## config.mk

```make
export PLATFORM = sky130hd
export DESIGN_NAME = fifo_uart_tx
export DESIGN_NICKNAME = d
export VERILOG_FILES = /design/src/rtl/fifo_uart_pkg.sv /design/src/rtl/fifo_uart_tx_baud_tick.sv /design/src/rtl/fifo_uart_tx.sv
export SDC_FILE = /design/constraint.sdc
export NUM_CORES = 1
export LEC_CHECK = 0
export CORE_UTILIZATION = 45
export CTS_CLUSTER_SIZE = 14
export DETAILED_ROUTE_END_ITERATION = 8
export DONT_BUFFER_PORTS = 1
export PLACE_DENSITY = 0.71
export REMOVE_ABC_BUFFERS = 1
export SYNTH_ARGS = -nofsm -noshare
export SYNTH_HDL_FRONTEND = slang
export SYNTH_SLANG_ARGS = --single-unit
```

## constraint.sdc

```tcl
create_clock -name clk -period 1.95 [get_ports clk]
set_input_delay 0.39 -clock clk [delete_from_list [all_inputs] [get_ports clk]]
set_output_delay 0.39 -clock clk [all_outputs]
set_load 0.02 [all_outputs]
```

## src/rtl/fifo_uart_pkg.sv

```systemverilog
// Shared definitions for the FIFO-fed UART transmit path (and the future RX stage).
package fifo_uart_pkg;

  typedef enum logic [2:0] {
    ST_IDLE   = 3'd0,
    ST_FETCH  = 3'd1,
    ST_LOAD   = 3'd2,
    ST_START  = 3'd3,
    ST_DATA   = 3'd4,
    ST_PARITY = 3'd5,
    ST_STOP   = 3'd6
  } uart_tx_state_t;

  localparam logic UART_IDLE_LEVEL = 1'b1;
  localparam logic START_LEVEL     = 1'b0;

  // Serial bit slots in one frame: start + data + optional parity + stop.
  function automatic int unsigned frame_bits(input int unsigned width,
                                             input int unsigned parity_en);
    return width + 32'd2 + parity_en;
  endfunction

  function automatic int unsigned frame_cycles(input int unsigned width,
                                               input int unsigned parity_en,
                                               input int unsigned clks_per_bit);
    return frame_bits(width, parity_en) * clks_per_bit;
  endfunction

endpackage

```

## src/rtl/fifo_uart_tx_baud_tick.sv

```systemverilog
// Bit-period counter: counts 0..CLKS_PER_BIT-1 while enabled, flags the last cycle of each bit.
module uart_baud_tick #(
  parameter int unsigned CLKS_PER_BIT = 16
) (
  input  logic clk,
  input  logic rst,
  input  logic i_clr,
  input  logic i_en,
  output logic o_bit_end
);

  localparam int unsigned CW = (CLKS_PER_BIT > 1) ? $clog2(CLKS_PER_BIT) : 1;
  localparam logic [CW-1:0] LAST_CNT = CW'(CLKS_PER_BIT - 1);

  logic [CW-1:0] r_cnt;

  // Baud counter with synchronous clear and wrap at the end of each bit.
  always_ff @(posedge clk) begin
    if (rst) begin
      r_cnt <= '0;
    end else if (i_clr) begin
      r_cnt <= '0;
    end else if (i_en) begin
      if (r_cnt == LAST_CNT) begin
        r_cnt <= '0;
      end else begin
        r_cnt <= r_cnt + CW'(1);
      end
    end else begin
      r_cnt <= r_cnt;
    end
  end

  assign o_bit_end = i_en && !i_clr && (r_cnt == LAST_CNT);

endmodule

```

## src/rtl/fifo_uart_tx.sv

```systemverilog
// Drains the byte FIFO one entry at a time and serializes each byte as a UART frame.
module fifo_uart_tx #(
  parameter int unsigned WIDTH        = 8,
  parameter int unsigned CLKS_PER_BIT = 16,
  parameter bit          PARITY_EN    = 1'b0
) (
  input  logic             clk,
  input  logic             rst,
  input  logic             tx_en,
  input  logic             empty,
  input  logic [WIDTH-1:0] rdata,
  output logic             rd_en,
  output logic             tx,
  output logic             busy,
  output logic             frame_done
);

  import fifo_uart_pkg::*;

  localparam int unsigned IW = (WIDTH > 1) ? $clog2(WIDTH) : 1;
  localparam logic [IW-1:0] LAST_BIT = IW'(WIDTH - 1);

  function automatic logic even_parity(input logic [WIDTH-1:0] d);
    return ^d;
  endfunction

  uart_tx_state_t   r_state;
  logic [WIDTH-1:0] r_shift;
  logic             r_par;
  logic [IW-1:0]    r_bit_idx;
  logic             r_tx;
  logic             r_rd_en;
  logic             r_busy;
  logic             r_frame_done;

  logic             w_baud_en;
  logic             w_baud_clr;
  logic             w_bit_end;

  // The baud counter only runs while a serial bit is on the line.
  always_comb begin
    w_baud_en  = 1'b0;
    w_baud_clr = 1'b0;
    case (r_state)
      ST_START, ST_DATA, ST_PARITY, ST_STOP: w_baud_en  = 1'b1;
      ST_LOAD:                               w_baud_clr = 1'b1;
      default: begin
        w_baud_en  = 1'b0;
        w_baud_clr = 1'b0;
      end
    endcase
  end

  uart_baud_tick #(
    .CLKS_PER_BIT (CLKS_PER_BIT)
  ) u_baud (
    .clk       (clk),
    .rst       (rst),
    .i_clr     (w_baud_clr),
    .i_en      (w_baud_en),
    .o_bit_end (w_bit_end)
  );

  // Frame sequencer; rdata is captured only in LOAD, one cycle after the pop.
  always_ff @(posedge clk) begin
    if (rst) begin
      r_state      <= ST_IDLE;
      r_shift      <= '0;
      r_par        <= 1'b0;
      r_bit_idx    <= '0;
      r_tx         <= UART_IDLE_LEVEL;
      r_rd_en      <= 1'b0;
      r_busy       <= 1'b0;
      r_frame_done <= 1'b0;
    end else begin
      r_rd_en      <= 1'b0;
      r_frame_done <= 1'b0;
      case (r_state)
        ST_IDLE: begin
          r_tx <= UART_IDLE_LEVEL;
          if (tx_en && !empty) begin
            r_rd_en <= 1'b1;
            r_busy  <= 1'b1;
            r_state <= ST_FETCH;
          end
        end
        ST_FETCH: begin
          r_state <= ST_LOAD;
        end
        ST_LOAD: begin
          r_shift <= rdata;
          r_par   <= even_parity(rdata);
          r_tx    <= START_LEVEL;
          r_state <= ST_START;
        end
        ST_START: begin
          if (w_bit_end) begin
            r_tx      <= r_shift[0];
            r_shift   <= r_shift >> 1;
            r_bit_idx <= '0;
            r_state   <= ST_DATA;
          end
        end
        ST_DATA: begin
          if (w_bit_end) begin
            if (r_bit_idx == LAST_BIT) begin
              r_bit_idx <= '0;
              if (PARITY_EN) begin
                r_tx    <= r_par;
                r_state <= ST_PARITY;
              end else begin
                r_tx    <= UART_IDLE_LEVEL;
                r_state <= ST_STOP;
              end
            end else begin
              r_bit_idx <= r_bit_idx + IW'(1);
              r_tx      <= r_shift[0];
              r_shift   <= r_shift >> 1;
            end
          end
        end
        ST_PARITY: begin
          if (w_bit_end) begin
            r_tx    <= UART_IDLE_LEVEL;
            r_state <= ST_STOP;
          end
        end
        ST_STOP: begin
          if (w_bit_end) begin
            r_frame_done <= 1'b1;
            r_busy       <= 1'b0;
            r_state      <= ST_IDLE;
          end
        end
        default: begin
          r_tx    <= UART_IDLE_LEVEL;
          r_busy  <= 1'b0;
          r_state <= ST_IDLE;
        end
      endcase
    end
  end

  assign rd_en      = r_rd_en;
  assign tx         = r_tx;
  assign busy       = r_busy;
  assign frame_done = r_frame_done;

endmodule

```

# After elaboration in Yosys (flattened, before gate mapping)

Cells that the tools add are included.

Bits in registers: 22
Bits in latches: 0
RAM bits: 0
ROM bits: 0
Logic and storage cells: 75
Memories: 0

$add $sub $neg: 2
Multiply operators: 0
Div/mod/pow operators: 0
Order comparisons: 0
Eq/ne operators: 15
Shift operators: 0
Mux-type cells: 27
Bitwise operators: 4
Reductions and logical operators: 19

Operator list:

| cell                  | count |
|---|---|
| $mux W3               | 8 |
| $mux W8               | 3 |
| $pmux W8 S3           | 1 |
| $pmux W3 S7           | 1 |
| $eq A3 B3 Y1 const B  | 4 |
| $mux W1               | 10 |
| $ne A2 B1 Y1 const B  | 4 |
| $reduce_and A4 Y1     | 2 |
| $reduce_or A2 Y1      | 4 |
| $eq A3 B2 Y1 const B  | 2 |
| $ne A2 B2 Y1 const B  | 3 |
| $pmux W3 S2           | 1 |
| $reduce_and A3 Y1     | 2 |
| $reduce_and A6 Y1     | 1 |
| $pmux W1 S5           | 1 |
| $reduce_or A5 Y1      | 1 |
| $add A4 B1 Y4 const B | 1 |
| $eq A4 B4 Y1 const B  | 1 |
| $mux W4               | 1 |
| $not A1 Y1            | 4 |
| $reduce_or A4 Y1      | 1 |
| $add A3 B1 Y3 const B | 1 |
| $eq A3 B1 Y1 const B  | 1 |
| $logic_and A1 B1 Y1   | 3 |
| 5 further kinds       | 6 |

# Depth between registers and ports, before layout

Gate-level depths: netlist of the first run.

Depth after elaboration: 7
Depth in mapped cells: 6
Depth with buffers taken out: 5

# Hierarchy

From an unflattened synthesis of the first run, not the netlist that was laid out.

Cell total of the unflattened synthesis: 146
Area total of the unflattened synthesis: 1261.2 um^2

By module, submodules not included:

| module         | instances | cells each | area each (um^2) |
|---|---|---|---|
| fifo_uart_tx   | 1         | 124        | 1062.3 |
| uart_baud_tick | 1         | 22         | 198.9 |

# Worst setup path after synthesis of the first run

Ideal clock, no wire load.

Path type: reg-to-reg
Start: reg r_state[0]
End: reg r_tx, in the netlist tx
Library setup time: 134 ps
Data arrival time: 1443 ps
Required time: 1816 ps
Setup slack: 373 ps
Stages on the path, launching flop included: 7
Buffers on the path: 2
Clock period less this slack: 1577 ps
Path through: dfxtp_1 > buf_6 > or3b_4 > a2bb2oi_1 > buf_2 > a2111oi_0 > a21oi_1

Longest elaborated chain between the ends: 7

Ends and longest elaborated chain:

| element                                             | line                                             | text |
|---|---|---|
| start, declared                                     | fifo_uart_tx.sv:27                               | `uart_tx_state_t r_state;` |
| start signal, assigned                              | fifo_uart_tx.sv:67                               | `r_state <= ST_IDLE;` |
| start signal, assigned                              | fifo_uart_tx.sv:84                               | `r_state <= ST_FETCH;` |
| start signal, assigned                              | fifo_uart_tx.sv:88                               | `r_state <= ST_LOAD;` |
| $eq A3 B3 Y1 / $eq A3 B2 Y1 (equally long branches) | fifo_uart_tx.sv:44, fifo_uart_tx.sv:78           |  |
| $reduce_or A4 Y1 / $mux W1 (equally long branches)  | fifo_uart_tx.sv:44                               | `case (r_state)` |
| $mux W1 / $logic_not A1 Y1 (equally long branches)  | fifo_uart_tx.sv:44, fifo_uart_tx_baud_tick.sv:34 |  |
| $logic_and A1 B1 Y1 (2 in series)                   | fifo_uart_tx_baud_tick.sv:34                     | `assign o_bit_end = i_en && !i_clr && (r_cnt == LAST_CNT);` |
| $ne A2 B1 Y1 (no line)                              | --                                               |  |
| $reduce_and A4 Y1 (no line)                         | --                                               |  |
| end signal, assigned                                | fifo_uart_tx.sv:98                               | `r_tx <= r_shift[0];` |
| end signal, assigned                                | fifo_uart_tx.sv:109                              | `r_tx <= r_par;` |
| end signal, assigned                                | fifo_uart_tx.sv:117                              | `r_tx <= r_shift[0];` |
| end, declared                                       | fifo_uart_tx.sv:31                               | `logic r_tx;` |

Parallel ways exist; a longest one is shown, timed or not.
A chain may end at the register's enable or synchronous reset.

# Final worst setup path of the first run

Start: reg r_state[2]
End: reg r_shift[0]

Longest elaborated chain between the ends: 7

Ends and longest elaborated chain:

| element                                            | line                                             | text |
|---|---|---|
| $eq A3 B3 Y1, or another cell as far along         | fifo_uart_tx.sv:44                               |  |
| $reduce_or A4 Y1 / $mux W1 (equally long branches) | fifo_uart_tx.sv:44                               |  |
| $mux W1 / $logic_not A1 Y1 (equally long branches) | fifo_uart_tx.sv:44, fifo_uart_tx_baud_tick.sv:34 |  |
| $logic_and A1 B1 Y1 (2 in series)                  | fifo_uart_tx_baud_tick.sv:34                     |  |
| $ne A2 B1 Y1 (no line)                             | --                                               |  |
| $reduce_and A4 Y1 (no line)                        | --                                               |  |
| end signal, assigned                               | fifo_uart_tx.sv:91                               | `r_shift <= rdata;` |
| end signal, assigned                               | fifo_uart_tx.sv:99                               | `r_shift <= r_shift >> 1;` |
| end signal, assigned                               | fifo_uart_tx.sv:118                              | `r_shift <= r_shift >> 1;` |
| end, declared                                      | fifo_uart_tx.sv:28                               | `logic [WIDTH-1:0] r_shift;` |

Parallel ways exist; a longest one is shown, timed or not.

==> impl_metrics.sql, run 1 <==
INSERT INTO impl_metrics (metric_group, metric, value, unit) VALUES
('sta', 'report.final.hold_viol_count', '0', ''),
('logic_synthesis', 'synth-edff-count', '0', ''),
('sta', 'worst_clock_skew', '0.004719', 'ns'),
('clock_network', 'clkTransAtPathRegs', '0.13', 'ns'),
('clock_network', 'tritoncts', 'built', ''),
('logic_synthesis', 'synthesis.area', '1227', 'um2'),
('logic_synthesis', 'synth_async_sr_flop_share', '0', '%'),
('place', 'place_area', '1257', 'um2'),
('routing', 'detailroute.via_count', '1098', ''),
('logic_synthesis', 'synth_common_cells', '22 x sky130_fd_sc_hd__dfxtp_1, 15 x sky130_fd_sc_hd__nand2_1, 11 x sky130_fd_sc_hd__nor2_1, 11 x sky130_fd_sc_hd__o21ai_0, 9 x sky130_fd_sc_hd__a21oi_1', ''),
('clock_network', 'cts_bufs_inserted', '3', ''),
('critical_path', 'critical_path.max_fanout', '11', ''),
('critical_path', 'worstSetupStartpointType', 'flip-flop', ''),
('sta', 'slew_violations', '0', ''),
('sta', 'report.final.setup_viol', '0', ''),
('finish', 'fin_util', '51.54', '%'),
('sta', 'slew_headroom', '67.83', '%'),
('global_routing', 'first_pass_grt_wire_length', '3995', 'um'),
('logic_synthesis', 'yosys_warnings', '0', ''),
('job', 'drv_cap', '0', ''),
('floorplanning', 'die_h', '54.23', 'um'),
('logic_synthesis', 'syn-instance-count', '149', ''),
('finish', 'final_layout_size_suffix_gt1_share', '10.14', '%'),
('finish', 'stdcell_area', '1300', 'um2'),
('sta', 'finalHoldWorstSlack', '0.1075', 'ns'),
('routing', 'drtPass1Iterations', '4', ''),
('floorplanning', 'ioPinCount', '16', ''),
('place', 'placedCellCount', '174', ''),
('finish', 'layoutNonFillerInstCount', '178', ''),
('floorplanning', 'core_area', '2522', 'um2'),
('critical_path', 'crit_required', '2.21', 'ns'),
('floorplanning', 'starting_density_of_the_core', '48.66', '%'),
('finish', 'layout-area-overhead-vs-synth', '5.913', '%'),
('sta', 'rsz0062_at_grt', 'no', ''),
('routing', 'route.detailed.drc', '0', ''),
('critical_path', 'cp-end-kind', 'flip-flop', ''),
('critical_path', 'cp.arrival', '1.98', 'ns'),
('global_routing', 'global_route.overflow_total', '0', ''),
('logic_synthesis', 'avgSynthCellArea', '8.238', 'um2'),
('critical_path', 'cells_along_the_critical_path', 'or3b_4 > a2bb2oi_2 > or3_4 > o22ai_1', ''),
('sta', 'fmax', '579.7', 'MHz'),
('routing', 'ant_nets', '0', ''),
('logic_synthesis', 'synth_sequential_area_ratio', '35.88', '%'),
('finish', 'insertedDiodeCount', '0', ''),
('clock_network', 'max-clock-path-buffers', '2', ''),
('sta', 'worstMarginPinSlew', '0.4807', 'ns'),
('logic_synthesis', 'postSynth.topFlopCell', 'sky130_fd_sc_hd__dfxtp_1', ''),
('place', 'io_buffers', '0', ''),
('place', 'hpwl_after_detailed_placement', '1915', 'um'),
('pwr', 'vdd.ir_drop.worst', '464.1', 'uV'),
('routing', 'wl_per_cell', '14.67', 'um'),
('floorplanning', 'die_area', '2940', 'um2'),
('min_path', 'min_path_cells', '1', ''),
('global_routing', 'vias_in_the_first_global_route', '903', ''),
('pwr', 'power_per_cell_area', '754.8', 'nW/um2'),
('logic_synthesis', 'synth_most_common_cell', 'sky130_fd_sc_hd__dfxtp_1', ''),
('pwr', 'cellLeakagePower', '0.4956', 'nW'),
('floorplanning', 'row_cnt', '18', ''),
('clock_network', 'cts_resized', '0', ''),
('sta', 'finalWorstPathRequiredPeriod', '1.725', 'ns'),
('logic_synthesis', 'post-synth-top-area-fraction', '35.88', '%'),
('floorplanning', 'die_width', '54.23', 'um'),
('routing', 'via_per_inst', '6.169', ''),
('critical_path', 'cpPeakStageDelay', '0.43', 'ns'),
('global_routing', 'grt_max_degree', '21', ''),
('finish', 'nets', '164', ''),
('sta', 'portion_of_the_clock_cycle_consumed_by_the_worst_path_in_the_final_layout', '88.46', '%'),
('place', 'place_congestion', '0.7635', ''),
('clock_network', 'htreeDepth', '1', ''),
('status', 'run_status', 'complete, no violations', ''),
('routing', 'drt-initial-drc-count', '23', '');
-- per-stage QoR --
stage	setup WS [ns]	setup TNS (ns)	total power, mW
2_1_floorplan	-0.1365	-0.5308	0.6641
3_3_place_gp	0.2109	0	0.7171
3_5_place_dp	0.04555	0	0.7251
4_1_cts	0.01303	0	0.9871
5_1_grt	0.05437	0	1.026
6_report	0.2250	0	0.9812
-- cells by family after synthesis --
group	count (synthesis)	synth area share, %
AOI/OAI and AO/OA	51	28.14
muxes	4	3.262
DFF	22	35.88
buffers and inverters	14	5.199
xor gates and xnor gates	2	1.427
and+or+nand+nor	53	23.04
adders and majority gates	3	3.058
-- where the power goes --
part           switching [mW]  total [mW]  internal, mW
registers              0.0275       0.508         0.481
logic                   0.123       0.210        0.0863
clock network           0.149       0.263         0.115
total                   0.300       0.981         0.682
-- per-layer routing --
metal / wire [um] / up-vias / global-route usage, %
met5: 0 / - / 0
met1: 1293 / 519 / 24.49
met4: 24 / 0 / 3.846
met2: 1185 / 19 / 30.69
li1: - / 558 / -
met3: 108 / 2 / 6.111
-- worst max-delay path, delay by kind of cell, from the launching register on --
kind,cells,cell delay (ns)
and+or+nand+nor,2,0.85
AOI/OAI and AO/OA,2,0.42
DFF,1,0.38
-- cell type report --
| type | instances | area, um2 | area share (%) |
|---|---|---|---|
| clock buffers | 4 | 36.28 | 2.791 |
| inverters | 3 | 11.26 | 0.8662 |
| multi-input cells | 113 | 729.5 | 56.11 |
| flip-flops and latches | 22 | 440.4 | 33.88 |
| well taps | 30 | 37.54 | 2.887 |
| repair buffers | 6 | 45.04 | 3.465 |
-- placed cells by master (no fill, tap or decap), types with 4 or more instances in the layout --
cell                       count
sky130_fd_sc_hd__dfxtp_1      22
sky130_fd_sc_hd__o22ai_1       5
sky130_fd_sc_hd__buf_4         6
sky130_fd_sc_hd__nor3b_1       5
sky130_fd_sc_hd__o21ai_0      11
sky130_fd_sc_hd__mux2i_1       4
sky130_fd_sc_hd__nand2_1      15
sky130_fd_sc_hd__a21oi_1       9
sky130_fd_sc_hd__a221oi_1      5
sky130_fd_sc_hd__a22o_1        4
sky130_fd_sc_hd__nor2_1       11
sky130_fd_sc_hd__nand3_1       5
-- state kept, by name, summed over array words and instances, names as in the netlist --
signal        flops
busy              1
u_baud.r_cnt      4
tx                1
r_state           3
r_shift           8
r_bit_idx         3
frame_done        1
rd_en             1
-- final timing paths --
| check | startpoint | slack (ns) | endpoint |
|---|---|---|---|
| setup / recovery | r_state[2] | 0.22 | r_shift[0] |
| hold / removal | rst | 0.11 | r_shift[7] |
| setup reg to reg | r_state[2] | 0.22 | r_shift[0] |
| hold reg to reg | r_shift[7] | 0.48 | r_shift[7] |
Note: power is estimated with default switching activity, not from simulation.
==> inputs of run 2 (changes only) <==
- CAP_MARGIN: unset -> 20
- REMOVE_ABC_BUFFERS: 1 -> unset
==> run 2 against run 1 <==
Compared with the run above:
- cell count shrank 1.1%
- sequential share of layout area is the same
- wire length shrank 2.6%
- final area is the same
- clock-buffer cell count is the same
- clock power shrank 2%
- critical path depth is the same
- setup slack lost 0.083 ns
- largest power group unchanged
- sequential cell count is the same
- hold slack gained 0.011 ns
- global-route usage grew 0.68 points
==> impl_metrics.sql, run 2 (synthesis gave the netlist of run 1 again) <==
INSERT INTO impl_metrics (metric_group, metric, value, unit) VALUES
('status', 'run_status', 'complete, no violations', ''),
('routing', 'drtPass1Iterations', '4', ''),
('critical_path', 'criticalPathCategory', 'reg2reg', ''),
('routing', 'via_per_inst', '6.216', ''),
('global_routing', 'grt_use_total', '19.63', '%'),
('critical_path', 'crit-reg2reg-launch', 'r_state[0]', ''),
('floorplanning', 'starting_density_of_the_core', '48.66', '%'),
('pwr', 'power.combinational.fraction', '19.6', '%'),
('finish', 'largest_reg_flops', '8', ''),
('sta', 'worstMarginPinSlew', '0.4534', 'ns'),
('global_routing', 'grt_max_degree', '31', ''),
('min_path', 'hp-class', 'in2reg', ''),
('routing', 'drt-initial-drc-count', '10', ''),
('routing', 'wl_per_cell', '14.45', 'um'),
('clock_network', 'number_of_buffers_inserted_for_hold_repair_after_clock_tree_synthesis', '0', ''),
('clock_network', 'cts_bufs_inserted', '3', ''),
('finish', 'nets', '162', ''),
('sta', 'report.final.hold_viol_count', '0', ''),
('routing', 'ant_nets', '0', ''),
('critical_path', 'cp-end-kind', 'flip-flop', ''),
('critical_path', 'cells_along_the_critical_path', 'or3b_4 > a2bb2oi_2 > or3_4 > o22ai_1', ''),
('critical_path', 'critical-path-slowest-cell', 'sky130_fd_sc_hd__or3b_4', ''),
('finish', 'layout_commonest_cell', 'sky130_fd_sc_hd__dfxtp_1', ''),
('clock_network', 'cts.repair_timing.setup_buffer_count', '0', ''),
('global_routing', 'vias_in_the_first_global_route', '883', ''),
('place', 'hpwl_after_detailed_placement', '1822', 'um'),
('floorplanning', 'die_area', '2940', 'um2'),
('sta', 'finalWorstPathRequiredPeriod', '1.809', 'ns'),
('finish', 'max_flop_register', 'r_shift', ''),
('sta', 'fin_tns_setup', '0', 'ns'),
('job', 'drv_cap', '0', ''),
('finish', 'final_layout_size_suffix_gt1_share', '9.589', '%'),
('pwr', 'swShare', '30.20', '%'),
('min_path', 'min_path_cells', '1', ''),
('floorplanning', 'row_cnt', '18', ''),
('sta', 'slew_violations', '0', ''),
('critical_path', 'crit_path_start', 'r_state[0]', ''),
('min_path', 'hold_end', 'r_state[0]', ''),
('sta', 'fmax', '552.9', 'MHz'),
('finish', 'most-common-layout-cells', '22 x sky130_fd_sc_hd__dfxtp_1, 15 x sky130_fd_sc_hd__nand2_1, 11 x sky130_fd_sc_hd__o21ai_0, 10 x sky130_fd_sc_hd__nor2_1, 9 x sky130_fd_sc_hd__a21oi_1', ''),
('critical_path', 'cp.arrival', '2.05', 'ns'),
('sta', 'portion_of_the_clock_cycle_consumed_by_the_worst_path_in_the_final_layout', '92.74', '%'),
('clock_network', 'clock_tree.root_cell', 'sky130_fd_sc_hd__clkbuf_4', ''),
('clock_network', 'tritoncts', 'built', ''),
('pwr', 'clockPowerShare', '26.7', '%'),
('place', 'io_buffers', '0', ''),
('sta', 'rsz0062_at_grt', 'no', ''),
('pwr', 'cellLeakagePower', '0.4886', 'nW'),
('global_routing', 'first_pass_grt_wire_length', '4091', 'um'),
('place', 'place_congestion', '0.7468', ''),
('sta', 'worst_clock_skew', '0.005528', 'ns'),
('floorplanning', 'die_width', '54.23', 'um'),
('pwr', 'part_of_the_total_power_dissipated_in_sequential_elements', '53.7', '%'),
('finish', 'insertedDiodeCount', '0', ''),
('critical_path', 'crit_required', '2.20', 'ns'),
('global_routing', 'global_route.overflow_total', '0', ''),
('routing', 'detailroute.via_count', '1094', ''),
('clock_network', 'tritoncts_num_sinks', '22', ''),
('critical_path', 'worstSetupStartpointType', 'flip-flop', ''),
('finish', 'largestRegisters', 'r_shift x8, u_baud.r_cnt x4', ''),
('routing', 'drt_wl_total', '2543', 'um'),
('critical_path', 'critical_path.reg2reg.endpoint', 'r_shift[0]', ''),
('pwr', 'p_int', '0.6769', 'mW'),
('sta', 'slew_headroom', '69.71', '%'),
('floorplanning', 'die_h', '54.23', 'um'),
('critical_path', 'reg2reg_depth', '4', ''),
('pwr', 'vdd.ir_drop.worst', '723.1', 'uV'),
('min_path', 'min_from', 'rst', ''),
('floorplanning', 'ioPinCount', '16', ''),
('floorplanning', 'core_area', '2522', 'um2'),
('sta', 'report.final.setup_viol', '0', ''),
('critical_path', 'regToRegSetupSlack', '0.14', 'ns'),
('clock_network', 'htreeDepth', '1', ''),
('pwr', 'total_power', '0.9698', 'mW'),
('critical_path', 'critical_path.max_fanout', '11', ''),
('sta', 'fin_ws', '0.1415', 'ns'),
('finish', 'layout.filler_cells', '246', ''),
('place', 'pre_cts_slack', '0.09959', 'ns'),
('critical_path', 'cpPeakStageDelay', '0.47', 'ns'),
('pwr', 'power_per_cell_area', '746.0', 'nW/um2'),
('clock_network', 'clkTransAtPathRegs', '0.12', 'ns'),
('logic_synthesis', 'mappedNetlistNets', '164', ''),
('pwr', 'sw_pwr', '0.2929', 'mW'),
('finish', 'layout-area-overhead-vs-synth', '5.913', '%'),
('global_routing', 'grt_antenna_before_repair', '0', ''),
('clock_network', 'worst_skew_pair.late_latency', '0.32', 'ns'),
('routing', 'route.detailed.drc', '0', ''),
('clock_network', 'max-clock-path-buffers', '2', '');
==> run 2: final cells by class <==
type	instances	area (um2)	area share, %
Multi-Input combinational cell	113	732.0	56.30
Clock buffer	4	36.28	2.791
Tap cell	30	37.54	2.887
Timing Repair Buffer	4	42.54	3.272
Inverter	3	11.26	0.8662
Sequential cell	22	440.4	33.88
==> run 2: how the worst max path moves through the flow <==
stage                      endpoint  slack, ns  cells after the start
floorplan                        tx       0.37                      6
global placement         r_shift[0]       0.17                      4
detailed placement  u_baud.r_cnt[3]        0.1                      4
CTS                 u_baud.r_cnt[3]       0.09                      4
global route        u_baud.r_cnt[3]       0.04                      5
finish                   r_shift[0]       0.14                      4
==> run 2: stage by stage <==
| stage | area [um2] | hold slack (ns) | utilization [%] | instances |
|---|---|---|---|---|
| 4_1_cts | 1291 | 0.1104 | 51.19 | 176 |
| 2_1_floorplan | 1227 | 0.4475 | - | 149 |
| 3_5_place_dp | 1255 | 0.4635 | 49.75 | 172 |
| 6_report | 1300 | 0.1181 | 51.54 | 176 |
| 5_1_grt | 1300 | 0.09584 | 51.54 | 176 |
| 3_3_place_gp | 1255 | 0.4594 | 49.75 | 172 |
==> run 2: worst max-delay path: cells and delay by family, from the launching register on <==
kind               cells  cell delay [ns]
AOI/OAI and AO/OA      2             0.41
DFF                    1             0.43
and+or+nand+nor        2             0.89
==> run 2: layer usage <==
layer / vias to the layer above / GRT usage (%) / wire [um]
li1: 551 / - / -
met1: 517 / 27.82 / 1313
met2: 22 / 27.64 / 1088
met3: 4 / 6.944 / 117
met4: 0 / 5.556 / 23
met5: - / 0 / 0
==> run 2: repair_timing <==
action                                  4_1_cts  5_1_grt
gates resized for setup                       0        2
endpoints found under the hold margin         0        0
endpoints found under the setup margin        0       11
==> run 2: power groups by stage <==
stage                     Sequential (mW)  Combinational, mW  Clock [mW]
after floorplan                     0.513              0.170           0
after global placement              0.528              0.181           0
after detailed placement            0.530              0.185           0
after CTS                           0.519              0.186       0.267
after global routing                0.526              0.211       0.285
final                               0.520              0.190       0.259
==> inputs of run 3 (changes only) <==
- CELL_PAD_IN_SITES_DETAIL_PLACEMENT: unset -> 0
- CELL_PAD_IN_SITES_GLOBAL_PLACEMENT: unset -> 1
- CORE_UTILIZATION: 45 -> 41
- HOLD_SLACK_MARGIN: unset -> 0.1
- PLACE_DENSITY: 0.71 -> 0.84
- clock period: 1.95 -> 1.6 ns (I/O delays scaled with it)
==> run 3 against run 2 <==
Compared with the run above:
- the run now ends with DRC, setup timing left
- non-clock buffer count increased by 11
- sequential share of layout area decreased by 2.8 points
- setup slack got worse by 0.17 ns
- die area increased by 9.4%
- wire length increased by 16%
- global-route usage decreased by 0.89 points
- total power increased by 28%
- critical path depth unchanged
- first-iteration DRC count increased to 5.1 times the previous value
==> impl_metrics.sql, run 3 (synthesis gave the netlist of run 1 again) <==
INSERT INTO impl_metrics (metric_group, metric, value, unit) VALUES
('pwr', 'sw_pwr', '0.3861', 'mW'),
('min_path', 'hp-class', 'in2reg', ''),
('finish', 'largestRegisters', 'r_shift x8, u_baud.r_cnt x4', ''),
('finish', 'nets', '173', ''),
('routing', 'ant_nets', '0', ''),
('min_path', 'min_path_cells', '2', ''),
('pwr', 'part_of_the_total_power_dissipated_in_sequential_elements', '49.9', '%'),
('finish', 'layout_commonest_cell', 'sky130_fd_sc_hd__dfxtp_1', ''),
('floorplanning', 'die_h', '56.72', 'um'),
('routing', 'route.detailed.drc', '4', ''),
('pwr', 'power.combinational.fraction', '24.9', '%'),
('pwr', 'cellLeakagePower', '0.5548', 'nW'),
('sta', 'worst_clock_skew', '0.001693', 'ns'),
('pwr', 'clockPowerShare', '25.2', '%'),
('sta', 'rsz0062_at_grt', 'yes', ''),
('clock_network', 'clkTransAtPathRegs', '0.12', 'ns'),
('routing', 'drtPass1Iterations', '6', ''),
('finish', 'largest_reg_flops', '8', ''),
('finish', 'layout.filler_cells', '276', ''),
('floorplanning', 'starting_density_of_the_core', '43.76', '%'),
('finish', 'max_flop_register', 'r_shift', ''),
('routing', 'drt_wl_total', '2952', 'um'),
('critical_path', 'worstSetupStartpointType', 'flip-flop', ''),
('sta', 'worstMarginPinSlew', '0.4780', 'ns'),
('job', 'drv_cap', '0', ''),
('status', 'violated_checks', 'DRC, setup timing', ''),
('routing', 'wl_per_cell', '15.70', 'um'),
('sta', 'portion_of_the_clock_cycle_consumed_by_the_worst_path_in_the_final_layout', '101.7', '%'),
('floorplanning', 'ioPinCount', '16', ''),
('place', 'place_congestion', '0.7918', ''),
('floorplanning', 'row_cnt', '19', ''),
('sta', 'finalWorstPathRequiredPeriod', '1.627', 'ns'),
('clock_network', 'worst_skew_pair.late_latency', '0.31', 'ns'),
('global_routing', 'grt_max_degree', '19', ''),
('routing', 'detailroute.via_count', '1160', ''),
('sta', 'report.final.hold_viol_count', '0', ''),
('critical_path', 'cp-end-kind', 'flip-flop', ''),
('routing', 'drt-initial-drc-count', '51', ''),
('clock_network', 'htreeDepth', '1', ''),
('place', 'io_buffers', '0', ''),
('floorplanning', 'core_area', '2805', 'um2'),
('global_routing', 'vias_in_the_first_global_route', '1093', ''),
('sta', 'slew_violations', '0', ''),
('clock_network', 'tritoncts', 'built', ''),
('status', 'run_status', 'complete, but fails checks', ''),
('sta', 'finalHoldWorstSlack', '0.1686', 'ns'),
('critical_path', 'crit_required', '1.85', 'ns'),
('pwr', 'swShare', '31.14', '%'),
('critical_path', 'reg2reg_depth', '4', ''),
('global_routing', 'grt_antenna_before_repair', '0', ''),
('sta', 'fin_ws', '-0.02737', 'ns'),
('finish', 'insertedDiodeCount', '0', ''),
('finish', 'layout-area-overhead-vs-synth', '15.70', '%'),
('global_routing', 'first_pass_grt_wire_length', '4733', 'um'),
('global_routing', 'global_route.overflow_total', '0', ''),
('pwr', 'vdd.ir_drop.worst', '449.2', 'uV'),
('logic_synthesis', 'mappedNetlistNets', '164', ''),
('pwr', 'power_per_cell_area', '873.1', 'nW/um2'),
('routing', 'via_per_inst', '6.170', ''),
('floorplanning', 'die_area', '3217', 'um2'),
('finish', 'fin_util', '50.62', '%'),
('critical_path', 'cp.arrival', '1.87', 'ns'),
('sta', 'report.final.setup_viol', '4', ''),
('place', 'pre_cts_slack', '-0.03779', 'ns'),
('finish', 'final_layout_size_suffix_gt1_share', '19.75', '%'),
('finish', 'most-common-layout-cells', '21 x sky130_fd_sc_hd__dfxtp_1, 15 x sky130_fd_sc_hd__nand2_1, 14 x sky130_fd_sc_hd__buf_4, 11 x sky130_fd_sc_hd__o21ai_0, 10 x sky130_fd_sc_hd__nor2_1', ''),
('pwr', 'p_int', '0.8538', 'mW'),
('sta', 'slew_headroom', '68.01', '%'),
('clock_network', 'clock_tree.root_cell', 'sky130_fd_sc_hd__clkbuf_4', ''),
('clock_network', 'max-clock-path-buffers', '2', ''),
('place', 'hpwl_after_detailed_placement', '2083', 'um'),
('clock_network', 'cts_bufs_inserted', '3', ''),
('sta', 'fin_tns_setup', '-0.09029', 'ns'),
('critical_path', 'critical_path.max_fanout', '5', ''),
('floorplanning', 'die_width', '56.72', 'um'),
('sta', 'fmax', '614.5', 'MHz'),
('global_routing', 'grt_use_total', '18.74', '%'),
('clock_network', 'tritoncts_num_sinks', '22', ''),
('critical_path', 'criticalPathCategory', 'reg2reg', '');
run 3: critical path: stages, from the launching register on:
cell and delay (ns):
sky130_fd_sc_hd__dfxtp_2 0.36, sky130_fd_sc_hd__or3b_4 0.42, sky130_fd_sc_hd__a2bb2oi_4 0.20, sky130_fd_sc_hd__or3_4 0.43
sky130_fd_sc_hd__o22ai_2 0.15
run 3: repair_timing:
action                                  4_1_cts  5_1_grt
hold endpoints to repair                     10        0
hold buffers                                  1        0
pin swaps                                     0        5
endpoints found under the setup margin        6       10
buffers inserted                              0        1
gates resized for setup                       3        9
run 3: layout make-up:
type	instances	area, um2	share of cell area (%)
Timing Repair Buffer	15	115.1	8.106
Sequential cell	22	441.7	31.10
Multi-Input combinational cell	113	777.0	54.71
Clock buffer	4	36.28	2.555
Inverter	3	11.26	0.7930
Tap cell	31	38.79	2.731
run 3: stage by stage:
stage               instances  cell area (um2)  power, mW
finish                    188             1420      1.240
global route              188             1420      1.299
global placement          182             1311     0.8887
detailed placement        182             1311     0.9023
CTS                       187             1368      1.219
floorplan                 149             1227     0.8324
run 3: power by group through the flow:
stage / logic, mW / registers (mW) / clock network [mW]
4_1_cts: 0.281 / 0.617 / 0.320
3_5_place_dp: 0.272 / 0.630 / 0
5_1_grt: 0.334 / 0.623 / 0.342
6_report: 0.309 / 0.619 / 0.313
3_3_place_gp: 0.261 / 0.628 / 0
2_1_floorplan: 0.207 / 0.625 / 0
run 3: final timing paths:
check,slack [ns],startpoint,to
max,-0.03,r_state[2],r_shift[2]
min,0.17,rst,tx
max reg2reg,-0.03,r_state[2],r_shift[2]
min reg2reg,0.49,r_bit_idx[2],r_bit_idx[2]
run 3: metal layers:
metal  up-vias  share of wire [%]  track usage (%)
li1        578                  -                -
met1       554                 49            23.48
met2        24                 47            32.31
met3         4                3.8            4.608
met4         0               0.54            3.929
met5         -                  0                0
